==> config.mk <==
export PLATFORM = sky130hd
export DESIGN_NAME = load_unit
export DESIGN_NICKNAME = d
export VERILOG_FILES = /design/src/rtl/load_unit.sv
export SDC_FILE = /design/constraint.sdc
export NUM_CORES = 1
export LEC_CHECK = 0
export ABC_CLOCK_PERIOD_IN_PS = 2700
export BUFFER_PORTS_ARGS = -buffer_cell sky130_fd_sc_hd__buf_4
export CAP_MARGIN = 15
export CORE_UTILIZATION = 30
export DETAILED_ROUTE_END_ITERATION = 6
export GPL_ROUTABILITY_DRIVEN = 0
export PLACE_DENSITY = 0.61
export SLEW_MARGIN = 0
export SYNTH_ARGS = -nofsm -noshare
export SYNTH_HDL_FRONTEND = slang
export SYNTH_SLANG_ARGS = --single-unit
==> constraint.sdc <==
create_clock -name clk -period 2.7 [get_ports clk]
set_input_delay 0.54 -clock clk [delete_from_list [all_inputs] [get_ports clk]]
set_output_delay 0.54 -clock clk [all_outputs]
set_load 0.05 [all_outputs]
==> src/rtl/load_unit.sv <==
// Memory-read sequencer: on a LOAD opcode it fetches the word at MAR through a
// req/gnt/rvalid handshake and hands it to the register-update hub as the new MDR.
module load_unit #(
    parameter int unsigned DATA_W  = 16,
    parameter int unsigned ADDR_W  = 16,
    parameter logic [7:0]  OP_LOAD = 8'h02,
    parameter int unsigned TIMEOUT = 255
) (
    input  logic              clk,
    input  logic              rst_n,
    input  logic              issue,
    input  logic [15:0]       instruction,
    input  logic [ADDR_W-1:0] mar_in,
    output logic              mem_req,
    output logic [ADDR_W-1:0] mem_addr,
    input  logic              mem_gnt,
    input  logic              mem_rvalid,
    input  logic [DATA_W-1:0] mem_rdata,
    output logic [DATA_W-1:0] load_to_mdr,
    output logic              is_loaded,
    output logic              busy,
    output logic              load_err
);

    localparam int unsigned CNT_W = (TIMEOUT < 2) ? 1 : $clog2(TIMEOUT + 1);

    typedef enum logic [1:0] {
        IDLE,
        REQ,
        WAIT,
        DONE
    } state_e;

    state_e              state_q;
    logic [ADDR_W-1:0]   addr_q;
    logic [DATA_W-1:0]   mdr_q;
    logic [CNT_W-1:0]    cnt_q;
    logic                mem_req_q;
    logic                busy_q;
    logic                is_loaded_q;
    logic                load_err_q;

    logic                accept;
    logic                expire;
    logic                unused_instr_lo;

    // The load_err cycle is an abort cycle and does not accept a new load.
    assign accept = issue && (instruction[15:8] == OP_LOAD) && !load_err_q &&
                    ((state_q == IDLE) || (state_q == DONE));

    // This cycle is the TIMEOUT-th busy cycle; a zero TIMEOUT never expires.
    assign expire = (TIMEOUT != 0) && (cnt_q == CNT_W'(TIMEOUT - 1));

    assign unused_instr_lo = ^instruction[7:0];

    always_ff @(posedge clk or negedge rst_n) begin
        if (!rst_n) begin
            state_q     <= IDLE;
            addr_q      <= '0;
            mdr_q       <= '0;
            cnt_q       <= '0;
            mem_req_q   <= 1'b0;
            busy_q      <= 1'b0;
            is_loaded_q <= 1'b0;
            load_err_q  <= 1'b0;
        end else begin
            is_loaded_q <= 1'b0;
            load_err_q  <= 1'b0;
            case (state_q)
                IDLE, DONE: begin
                    if (accept) begin
                        state_q   <= REQ;
                        addr_q    <= mar_in;
                        cnt_q     <= '0;
                        mem_req_q <= 1'b1;
                        busy_q    <= 1'b1;
                    end else begin
                        state_q   <= IDLE;
                    end
                end
                REQ: begin
                    if (mem_gnt && mem_rvalid) begin
                        state_q     <= DONE;
                        mdr_q       <= mem_rdata;
                        is_loaded_q <= 1'b1;
                        mem_req_q   <= 1'b0;
                        busy_q      <= 1'b0;
                    end else if (expire) begin
                        state_q    <= IDLE;
                        load_err_q <= 1'b1;
                        mem_req_q  <= 1'b0;
                        busy_q     <= 1'b0;
                    end else begin
                        if (mem_gnt) begin
                            state_q   <= WAIT;
                            mem_req_q <= 1'b0;
                        end
                        if (TIMEOUT != 0) cnt_q <= cnt_q + CNT_W'(1);
                    end
                end
                WAIT: begin
                    if (mem_rvalid) begin
                        state_q     <= DONE;
                        mdr_q       <= mem_rdata;
                        is_loaded_q <= 1'b1;
                        busy_q      <= 1'b0;
                    end else if (expire) begin
                        state_q    <= IDLE;
                        load_err_q <= 1'b1;
                        busy_q     <= 1'b0;
                    end else if (TIMEOUT != 0) begin
                        cnt_q <= cnt_q + CNT_W'(1);
                    end
                end
                default: state_q <= IDLE;
            endcase
        end
    end

    assign mem_req     = mem_req_q;
    assign mem_addr    = addr_q;
    assign load_to_mdr = mdr_q;
    assign is_loaded   = is_loaded_q;
    assign busy        = busy_q;
    assign load_err    = load_err_q;

endmodule

==> results of run 1 <==
[layer usage]
metal  part of all wire  wire length [um]  vias to the layer above  GRT usage
met5                  0                 0                        -          0
li1                   -                 -                      727          -
met2               0.48              2110                       59      0.208
met3              0.074               326                        3     0.0379
met1               0.45              1980                      752      0.157
met4             0.0032                14                        0     0.0318
[cell usage in the layout (no fill, tap or decap), types with 2 or more instances in the layout]
master	count
a2111o_1	2
a21o_1	4
a21oi_1	5
and4_1	2
buf_4	81
clkbuf_8	5
clkinv_2	2
dfrtp_1	46
ha_1	4
inv_1	4
mux2_2	15
mux2_4	17
mux2i_1	2
nand2_1	7
nand3_1	6
nor2_1	2
nor2b_1	4
o21ai_0	5
o2bb2ai_1	5
[state kept, by name (all words and copies together), names as in the netlist]
signal	cells
mem_addr	16
mem_req	1
busy	1
load_to_mdr	16
is_loaded	1
cnt_q	8
state_q	2
load_err	1
[logic make-up (layout without fill, tap and decap cells)]
kind of cell | after synthesis | after routing
compound gates | 33 | 33
fa+ha+maj | 4 | 4
buf+inv | 10 | 93
flops | 46 | 46
mux | 34 | 34
simple gates | 28 | 28
[synthesized netlist by cell type (4+ instances only)]
master / number
dfrtp_1: 46
mux2_4: 17
mux2_2: 15
nand2_1: 7
nand3_1: 6
a21oi_1: 5
o21ai_0: 5
o2bb2ai_1: 5
a21o_1: 4
ha_1: 4
inv_1: 4
nor2b_1: 4
[worst max-delay path by stage]
stage                          endpoint  slack [ps]  cells past startpoint                   start
3_3_place_gp       cnt_q[0]$_DFFE_PN0P_         650                      6  state_q[0]$_DFFE_PN0P_
6_report       mem_addr[14]$_DFFE_PN0P_         640                      5  state_q[0]$_DFFE_PN0P_
2_1_floorplan  mem_addr[10]$_DFFE_PN0P_         910                      6  state_q[1]$_DFFE_PN0P_
3_5_place_dp   mem_addr[14]$_DFFE_PN0P_         640                      5  state_q[0]$_DFFE_PN0P_
4_1_cts            cnt_q[0]$_DFFE_PN0P_         620                      6  state_q[0]$_DFFE_PN0P_
5_1_grt            cnt_q[0]$_DFFE_PN0P_         490                      6  state_q[0]$_DFFE_PN0P_
[cell type report]
class                   instances  area share
clock buffers                   5      0.0235
clock inverters                 3      0.0137
inverters                       4     0.00512
multi-input cells              99       0.316
flip-flops and latches         46       0.393
well taps                      96      0.0410
repair buffers                 81       0.208
[power by group through the flow]
stage	clock network, mW	logic, mW	registers [mW]
after detailed placement	0	0.398	0.810
final	0.503	0.394	0.797
after global routing	0.559	0.415	0.807
after floorplan	0	0.0909	0.959
after CTS	0.529	0.399	0.797
after global placement	0	0.394	0.808
[metrics by stage]
step | worst slack [ps] | hold WS (ps) | utilization | power [mW]
final | 644 | 247 | 0.427 | 1.69
after global routing | 491 | 285 | 0.427 | 1.78
after CTS | 620 | 265 | 0.427 | 1.73
after detailed placement | 637 | 497 | 0.411 | 1.21
after global placement | 654 | 491 | 0.411 | 1.20
after floorplan | 913 | 244 | - | 1.05
==> results.ini, run 1 <==
[flow_run]
drv_cap = 0

[floorplanning]
dieArea_sq_um = 7560
die_height_um = 87.0
core_area_sq_um = 6870
die_x_um = 87.0
start_util = 0.315
rows = 30
pin_count = 89

[cells_and_area]
fin_nets = 294
final_layout_size_suffix_gt1_frac = 0.546
layoutNonFillerInstCount = 334
multi_input_comb_area_sq_um = 927
final-seq-area_sq_um = 1150
stdcell_area_sq_um = 2930
area_delta_synth_final_pct = 35.3
diodes = 0
nFillCells = 672

[setup_path]
r2r_setup_slack_ps = 640
worstPathArrival_ps = 2230
cp-start-kind = flip-flop
cp_num_buf_inv = 2
rr_worst_depth = 5
cp.required_ps = 2880
r2r_start = state_q[0]$_DFFE_PN0P_
path_cells = inv_1 > ha_1 > and4_1 > buf_4 > mux2_2
reg2reg_to = mem_addr[14]$_DFFE_PN0P_
cp_slowest_cell = ha_1
cp_max_fo = 19
critPathKind = flip-flop to flip-flop
setup.worst_path.end_class = flip-flop
max_stage_delay_ps = 550
cp_top_family = adder cells

[timing]
maxSlewViolCount = 0
max_freq_ghz = 0.486
finalSetupTns_ps = 0
fin_skew_ps = 4.66
rsz0062_at_grt = false
hold_viol_final = 0
timing.final.crit_share = 0.762
finalSetupViolCount = 0
fin_crit_ps = 2060
relSlewSlack = 0.594
worstMarginPinSlew_ps = 608

[synth]
netlist_area_sq_um = 2170
syn-num-nets = 212
synth_top_area_frac = 0.531
async_reset_ff_frac = 1.00
synth.distinct_cells = 38
syn_avg_cell_area_sq_um = 14.0
synthSimpleGateAreaFrac = 0.0815
synth_edf_count = 0
yosys.area.top_type = dfrtp_1
synth_mux_area_frac = 0.205
synth_compound_area_frac = 0.118
ys.flop_type = dfrtp_1
synth_top_family_by_area = multiplexers
synth-seq-area-share = 0.531
ys_warn_count = 0
synth_cells = 155
synthAdderAreaFrac = 0.0231
ys_ff_latch = 46
synthTopCellsByArea = dfrtp_1 53%, mux2_4 12%, mux2_2 7.8%
synth-xor-area-share = 0

[place]
dp_cells = 326
port_buffers = 80
hpwlAfterDp_um = 3130
place_area_sq_um = 2820

[power_and_ir_drop]
swShare = 0.301
p_switching_mw = 0.510
power_density_nw_per_um2 = 578
clockPowerShare = 0.297
power_frac_comb = 0.233
p_int_mw = 1.18
power.leakage_nw = 1.41
seqPwrFrac = 0.470
peakVddDrop_v = 0.000281

[clock_network]
hold_buffers = 0
cts_htree_levels = 2
cts_max_path_buffers = 2
cts-buffers-inserted = 5
cts_tree = yes
cts_sinks = 46
cts.repair.resized = 0
post_cts_buffers = 0
clockRootBuffer = clkbuf_8
path_clk_slew_ps = 90
worstSkewPairLatency_ps = 290

[grt]
antenna_found_initial = 0
grt_pass1_wl_um = 7330
grtUsageTotal = 0.125
overflow = 0
grt_pass1_vias = 1529
grt_max_degree = 47

[detailed_routing]
antenna_left = 0
vias_per_cell = 4.61
drt_wl_total_um = 4440
first_pass_iters = 4
routed-via-count = 1541
remaining_drc_errors = 0
initialDrtViolationCount = 73
wl_per_cell_um = 13.3

[outcome]
status = complete, no violations

[hold_path]
min-delay-path-class = input port to async pin

(Power assumes the default switching activity.)
==> run 2, diff against run 1 <==
--- a/config.mk
+++ b/config.mk
@@ -5,7 +5,7 @@
 export SDC_FILE = /design/constraint.sdc
 export NUM_CORES = 1
 export LEC_CHECK = 0
-export ABC_CLOCK_PERIOD_IN_PS = 2700
+export ABC_CLOCK_PERIOD_IN_PS = 2000
 export BUFFER_PORTS_ARGS = -buffer_cell sky130_fd_sc_hd__buf_4
 export CAP_MARGIN = 15
 export CORE_UTILIZATION = 30
==> constraint.sdc (replaced) <==
create_clock -name clk -period 2 [get_ports clk]
set_input_delay 0.4 -clock clk [delete_from_list [all_inputs] [get_ports clk]]
set_output_delay 0.4 -clock clk [all_outputs]
set_load 0.05 [all_outputs]
==> results.ini, run 2 (synthesis results as in run 1) <==
[place]
place_area_sq_um = 2860  ; +1.5%
hpwlAfterDp_um = 3290  ; +5.0%
dp_slack_ps = 169  ; -469 ps
port_buffers = 80  ; unchanged
dp_cells = 330  ; +1.2%

[clock_network]
cts_htree_levels = 2  ; unchanged
post_cts_buffers = 0  ; unchanged
cts-buffers-inserted = 5  ; unchanged
cts.repair.resized = 0  ; unchanged
cts_max_path_buffers = 2  ; unchanged
cts_sinks = 46  ; unchanged
clockRootBuffer = clkbuf_8
path_clk_slew_ps = 90  ; about the same
hold_buffers = 0  ; unchanged
worstSkewPairLatency_ps = 300  ; about the same
cts_tree = yes

[timing]
worstMarginPinSlew_ps = 590  ; -17.8 ps
rsz0062_at_grt = false
finalSetupViolCount = 0  ; unchanged
max_freq_ghz = 0.567  ; +17%
finalSetupTns_ps = 0  ; unchanged
maxSlewViolCount = 0  ; unchanged
timing.final.crit_share = 0.882  ; +0.120
relSlewSlack = 0.606  ; +0.0127
fin_ws_ps = 237  ; -407 ps
fin_skew_ps = 10.2  ; +5.54 ps
fin_crit_ps = 1760  ; -293 ps
hold_viol_final = 0  ; unchanged

[setup_path]
cp_max_fo = 10  ; -9
cp_top_family = adder cells
setup.worst_path.end_class = flip-flop
worstPathArrival_ps = 1950  ; -280 ps
cp_num_buf_inv = 2  ; unchanged
max_stage_delay_ps = 400  ; -150 ps
cp.required_ps = 2190  ; -690 ps
path_cells = inv_1 > ha_1 > and4_1 > buf_4 > o21ai_4 > a21bo_2
cp-start-kind = flip-flop
critPathKind = flip-flop to flip-flop
cp_slowest_cell = ha_1

[detailed_routing]
routed-wl-met2_um = 2220  ; +5.3%
antenna_left = 0  ; unchanged
wl_per_cell_um = 13.4  ; +1.1%
remaining_drc_errors = 0  ; unchanged
initialDrtViolationCount = 73  ; unchanged
highest_layer = met4
wl_met3_um = 287  ; -12%
routed-via-count = 1561  ; +1.3%
wl_met1_um = 1970  ; -0.35%
vias_per_cell = 4.62  ; about the same
first_pass_iters = 4  ; unchanged
drt_wl_total_um = 4540  ; +2.3%

[floorplanning]
core_area_sq_um = 6870  ; unchanged
die_height_um = 87.0  ; unchanged
die_x_um = 87.0  ; unchanged
start_util = 0.315  ; unchanged
rows = 30  ; unchanged
pin_count = 89  ; unchanged
dieArea_sq_um = 7560  ; unchanged

[cells_and_area]
mostFrequentLayoutCell = buf_4
utilization = 0.434  ; +0.00747
most-common-layout-cells = 84 x buf_4, 46 x dfrtp_1, 17 x mux2_4
diodes = 0  ; unchanged
fin_nets = 298  ; +1.4%
stdcell_area_sq_um = 2980  ; +1.8%
area_delta_synth_final_pct = 37.7
layoutNonFillerInstCount = 338  ; +1.2%
nFillCells = 673  ; +0.15%
multi_input_comb_area_sq_um = 927  ; unchanged
final_layout_size_suffix_gt1_frac = 0.554  ; +0.00750
final-seq-area_sq_um = 1150  ; unchanged

[power_and_ir_drop]
peakVddDrop_v = 0.000455  ; +62%
power_density_nw_per_um2 = 780  ; +35%
power.leakage_nw = 1.43  ; +1.4%

[grt]
antenna_found_initial = 0  ; unchanged
grtUsageTotal = 0.123  ; -0.00165
grt_max_degree = 47  ; unchanged
overflow = 0  ; unchanged
grt_pass1_wl_um = 7250  ; -1.1%
grt_pass1_vias = 1561  ; +2.1%

[flow_run]
drv_cap = 0  ; unchanged

[outcome]
status = complete, no violations

[hold_path]
min-delay-path-class = input port to async pin

run 2: where the power goes:
group	internal, mW	switching [mW]
sequential	1.01	0.0661
clock	0.381	0.334
combinational	0.220	0.312
total	1.61	0.713
run 2: layer usage:
layer  GRT usage  vias to the layer above
li1            -                      738
met1       0.150                      756
met2       0.213                       60
met3      0.0341                        7
met4      0.0318                        0
met5           0                        -
run 2: final timing paths:
kind                                            start                          to  slack, ps  depth (start not counted)
setup / recovery               state_q[0]$_DFFE_PN0P_        cnt_q[0]$_DFFE_PN0P_        240                          6
hold / removal                                  rst_n         mem_req$_DFFE_PN0P_        100                          1
setup reg to reg               state_q[0]$_DFFE_PN0P_        cnt_q[0]$_DFFE_PN0P_        240                          6
hold reg to reg            load_to_mdr[1]$_DFFE_PN0P_  load_to_mdr[1]$_DFFE_PN0P_        510                          1
max in group asynchronous                       rst_n  load_to_mdr[6]$_DFFE_PN0P_       1500                          1
min in group clk                            mar_in[7]     mem_addr[7]$_DFFE_PN0P_        320                          2
run 2: per-stage QoR:
stage               hold slack, ps  power (mW)
global placement               451        1.62
CTS                            115        2.37
floorplan                      104        1.42
finish                        99.8        2.33
detailed placement             451        1.63
global route                   138        2.44
run 2: cell type report:
type | instances | share of cell area
flip-flops and latches | 46 | 0.386
multi-input cells | 99 | 0.311
repair buffers | 85 | 0.218
well taps | 96 | 0.0403
clock buffers | 5 | 0.0231
clock inverters | 3 | 0.0164
inverters | 4 | 0.00504
==> run 3, diff against run 2 <==
--- a/config.mk
+++ b/config.mk
@@ -5,7 +5,7 @@
 export SDC_FILE = /design/constraint.sdc
 export NUM_CORES = 1
 export LEC_CHECK = 0
-export ABC_CLOCK_PERIOD_IN_PS = 2000
+export ABC_CLOCK_PERIOD_IN_PS = 2300
 export BUFFER_PORTS_ARGS = -buffer_cell sky130_fd_sc_hd__buf_4
 export CAP_MARGIN = 15
 export CORE_UTILIZATION = 30
==> constraint.sdc (replaced) <==
create_clock -name clk -period 2.3 [get_ports clk]
set_input_delay 0.46 -clock clk [delete_from_list [all_inputs] [get_ports clk]]
set_output_delay 0.46 -clock clk [all_outputs]
set_load 0.05 [all_outputs]
==> results.ini, run 3 (synthesis results as in run 1) <==
[place]
hpwlAfterDp_um = 3150  ; -4.3%
place_area_sq_um = 2850  ; -0.52%
dp_cells = 328  ; -0.61%
dp_slack_ps = 344  ; +175 ps
port_buffers = 80  ; unchanged

[cells_and_area]
fin_nets = 296  ; -0.67%
layoutNonFillerInstCount = 336  ; -0.59%
stdcell_area_sq_um = 2940  ; -1.4%
mostFrequentLayoutCell = buf_4
final-seq-area_sq_um = 1150  ; unchanged
area_delta_synth_final_pct = 35.8
multi_input_comb_area_sq_um = 927  ; unchanged
utilization = 0.428  ; -0.00601
diodes = 0  ; unchanged
final_layout_size_suffix_gt1_frac = 0.546  ; -0.00789
most-common-layout-cells = 82 x buf_4, 46 x dfrtp_1, 17 x mux2_4
nFillCells = 690  ; +2.5%

[setup_path]
cp_top_family = multiplexers
cp_num_buf_inv = 2  ; unchanged
reg2reg_to = load_to_mdr[1]$_DFFE_PN0P_
critPathKind = flip-flop to flip-flop
cp_slowest_cell = mux2_2
path_cells = inv_1 > ha_1 > nor2b_2 > o21ai_2 > nor2b_4 > buf_4 > mux2_2
worstPathArrival_ps = 2010  ; +60 ps
cp-endpoint = load_to_mdr[1]$_DFFE_PN0P_
cp_max_fo = 17  ; +7
cp.depth = 7  ; +1
r2r_start = state_q[0]$_DFFE_PN0P_
max_stage_delay_ps = 370  ; -30 ps
r2r_setup_slack_ps = 460  ; +220 ps
setup.worst_path.end_class = flip-flop
startpoint = state_q[0]$_DFFE_PN0P_
rr_worst_depth = 7  ; +1
cp.required_ps = 2480  ; +290 ps
cp-start-kind = flip-flop

[timing]
fin_ws_ps = 461  ; +224 ps
hold_viol_final = 0  ; unchanged
max_freq_ghz = 0.544  ; -4.1%
fin_crit_ps = 1840  ; +76.3 ps
maxSlewViolCount = 0  ; unchanged
rsz0062_at_grt = false
fin_skew_ps = 6.56  ; -3.64 ps
finalSetupViolCount = 0  ; unchanged
finalSetupTns_ps = 0  ; unchanged
timing.final.crit_share = 0.800  ; -0.0818
worstMarginPinSlew_ps = 588  ; -2.48 ps
relSlewSlack = 0.608  ; +0.00166

[hold_path]
min-delay-path-class = input port to async pin

[flow_run]
drv_cap = 0  ; unchanged

[clock_network]
path_clk_slew_ps = 90  ; about the same
clockRootBuffer = clkbuf_8
post_cts_buffers = 0  ; unchanged
cts_tree = yes
hold_buffers = 0  ; unchanged
worstSkewPairLatency_ps = 290  ; about the same
cts_max_path_buffers = 2  ; unchanged
cts_htree_levels = 2  ; unchanged
cts.repair.resized = 0  ; unchanged
cts-buffers-inserted = 5  ; unchanged
cts_sinks = 46  ; unchanged

[grt]
overflow = 0  ; unchanged
grt_pass1_wl_um = 7330  ; +1.0%
grt_pass1_vias = 1610  ; +3.1%
antenna_found_initial = 0  ; unchanged
grt_max_degree = 47  ; unchanged
grtUsageTotal = 0.124  ; +0.00140

[detailed_routing]
initialDrtViolationCount = 49  ; -33%
vias_per_cell = 4.63  ; +0.34%
drt_wl_total_um = 4450  ; -1.9%
wl_per_cell_um = 13.2  ; -1.3%
routed-via-count = 1557  ; -0.26%
remaining_drc_errors = 0  ; unchanged
antenna_left = 0  ; unchanged
first_pass_iters = 4  ; unchanged

[floorplanning]
dieArea_sq_um = 7560  ; unchanged
rows = 30  ; unchanged
pin_count = 89  ; unchanged
die_height_um = 87.0  ; unchanged
die_x_um = 87.0  ; unchanged
start_util = 0.315  ; unchanged
core_area_sq_um = 6870  ; unchanged

[power_and_ir_drop]
peakVddDrop_v = 0.000435  ; -4.4%
power_density_nw_per_um2 = 648  ; -17%
power.leakage_nw = 1.41  ; -1.2%

[outcome]
status = complete, no violations

## run 3: cell types whose count changed in the layout (fill, tap and decap cells not counted), sizes merged
cell	before	now
buf	85	83
clkbuf	5	7
bufinv	1	0
clkinv	0	1
clkinvlp	1	0
inv	5	4
## run 3: how the worst min path moves through the flow
stage,from,endpoint,slack (ps),cells after the start
floorplan,rst_n,busy$_DFFE_PN0P_,160,0
global placement,load_to_mdr[0]$_DFFE_PN0P_,load_to_mdr[0]$_DFFE_PN0P_,490,1
detailed placement,mem_addr[8]$_DFFE_PN0P_,mem_addr[8]$_DFFE_PN0P_,490,1
CTS,rst_n,state_q[1]$_DFFE_PN0P_,190,1
global route,rst_n,mem_addr[9]$_DFFE_PN0P_,220,1
finish,rst_n,mem_req$_DFFE_PN0P_,170,1
## run 3: through the flow
step	hold WS (ps)	power (mW)
final	169	1.90
after global routing	222	2.00
after CTS	193	1.94
after detailed placement	494	1.42
after global placement	492	1.41
after floorplan	164	1.23
## run 3: worst register-to-register path, cell delays in order, from the launching register on
cell and delay [ps]:
dfrtp_1 360, inv_1 60, ha_1 210, nor2b_2 170, o21ai_2 120, nor2b_4 150, buf_4 270, mux2_2 380
## run 3: layout make-up
class / instances / area share
Inverter: 4 / 0.00511
Sequential cell: 46 / 0.391
Tap cell: 96 / 0.0409
Clock inverter: 1 / 0.00170
Timing Repair Buffer: 83 / 0.216
Clock buffer: 7 / 0.0294
Multi-Input combinational cell: 99 / 0.315
## run 3: routing by layer
metal / global-route usage / up-vias / share of wire
met5: 0 / - / 0
met1: 0.147 / 758 / 0.44
met4: 0.0364 / 0 / 0.0085
met2: 0.215 / 60 / 0.48
met3: 0.0398 / 5 / 0.077
li1: - / 734 / -
## run 3: power breakdown
part           total (mW)  switching [mW]  internal, mW
registers           0.937          0.0574         0.879
clock network       0.505           0.262         0.243
logic               0.462           0.271         0.191
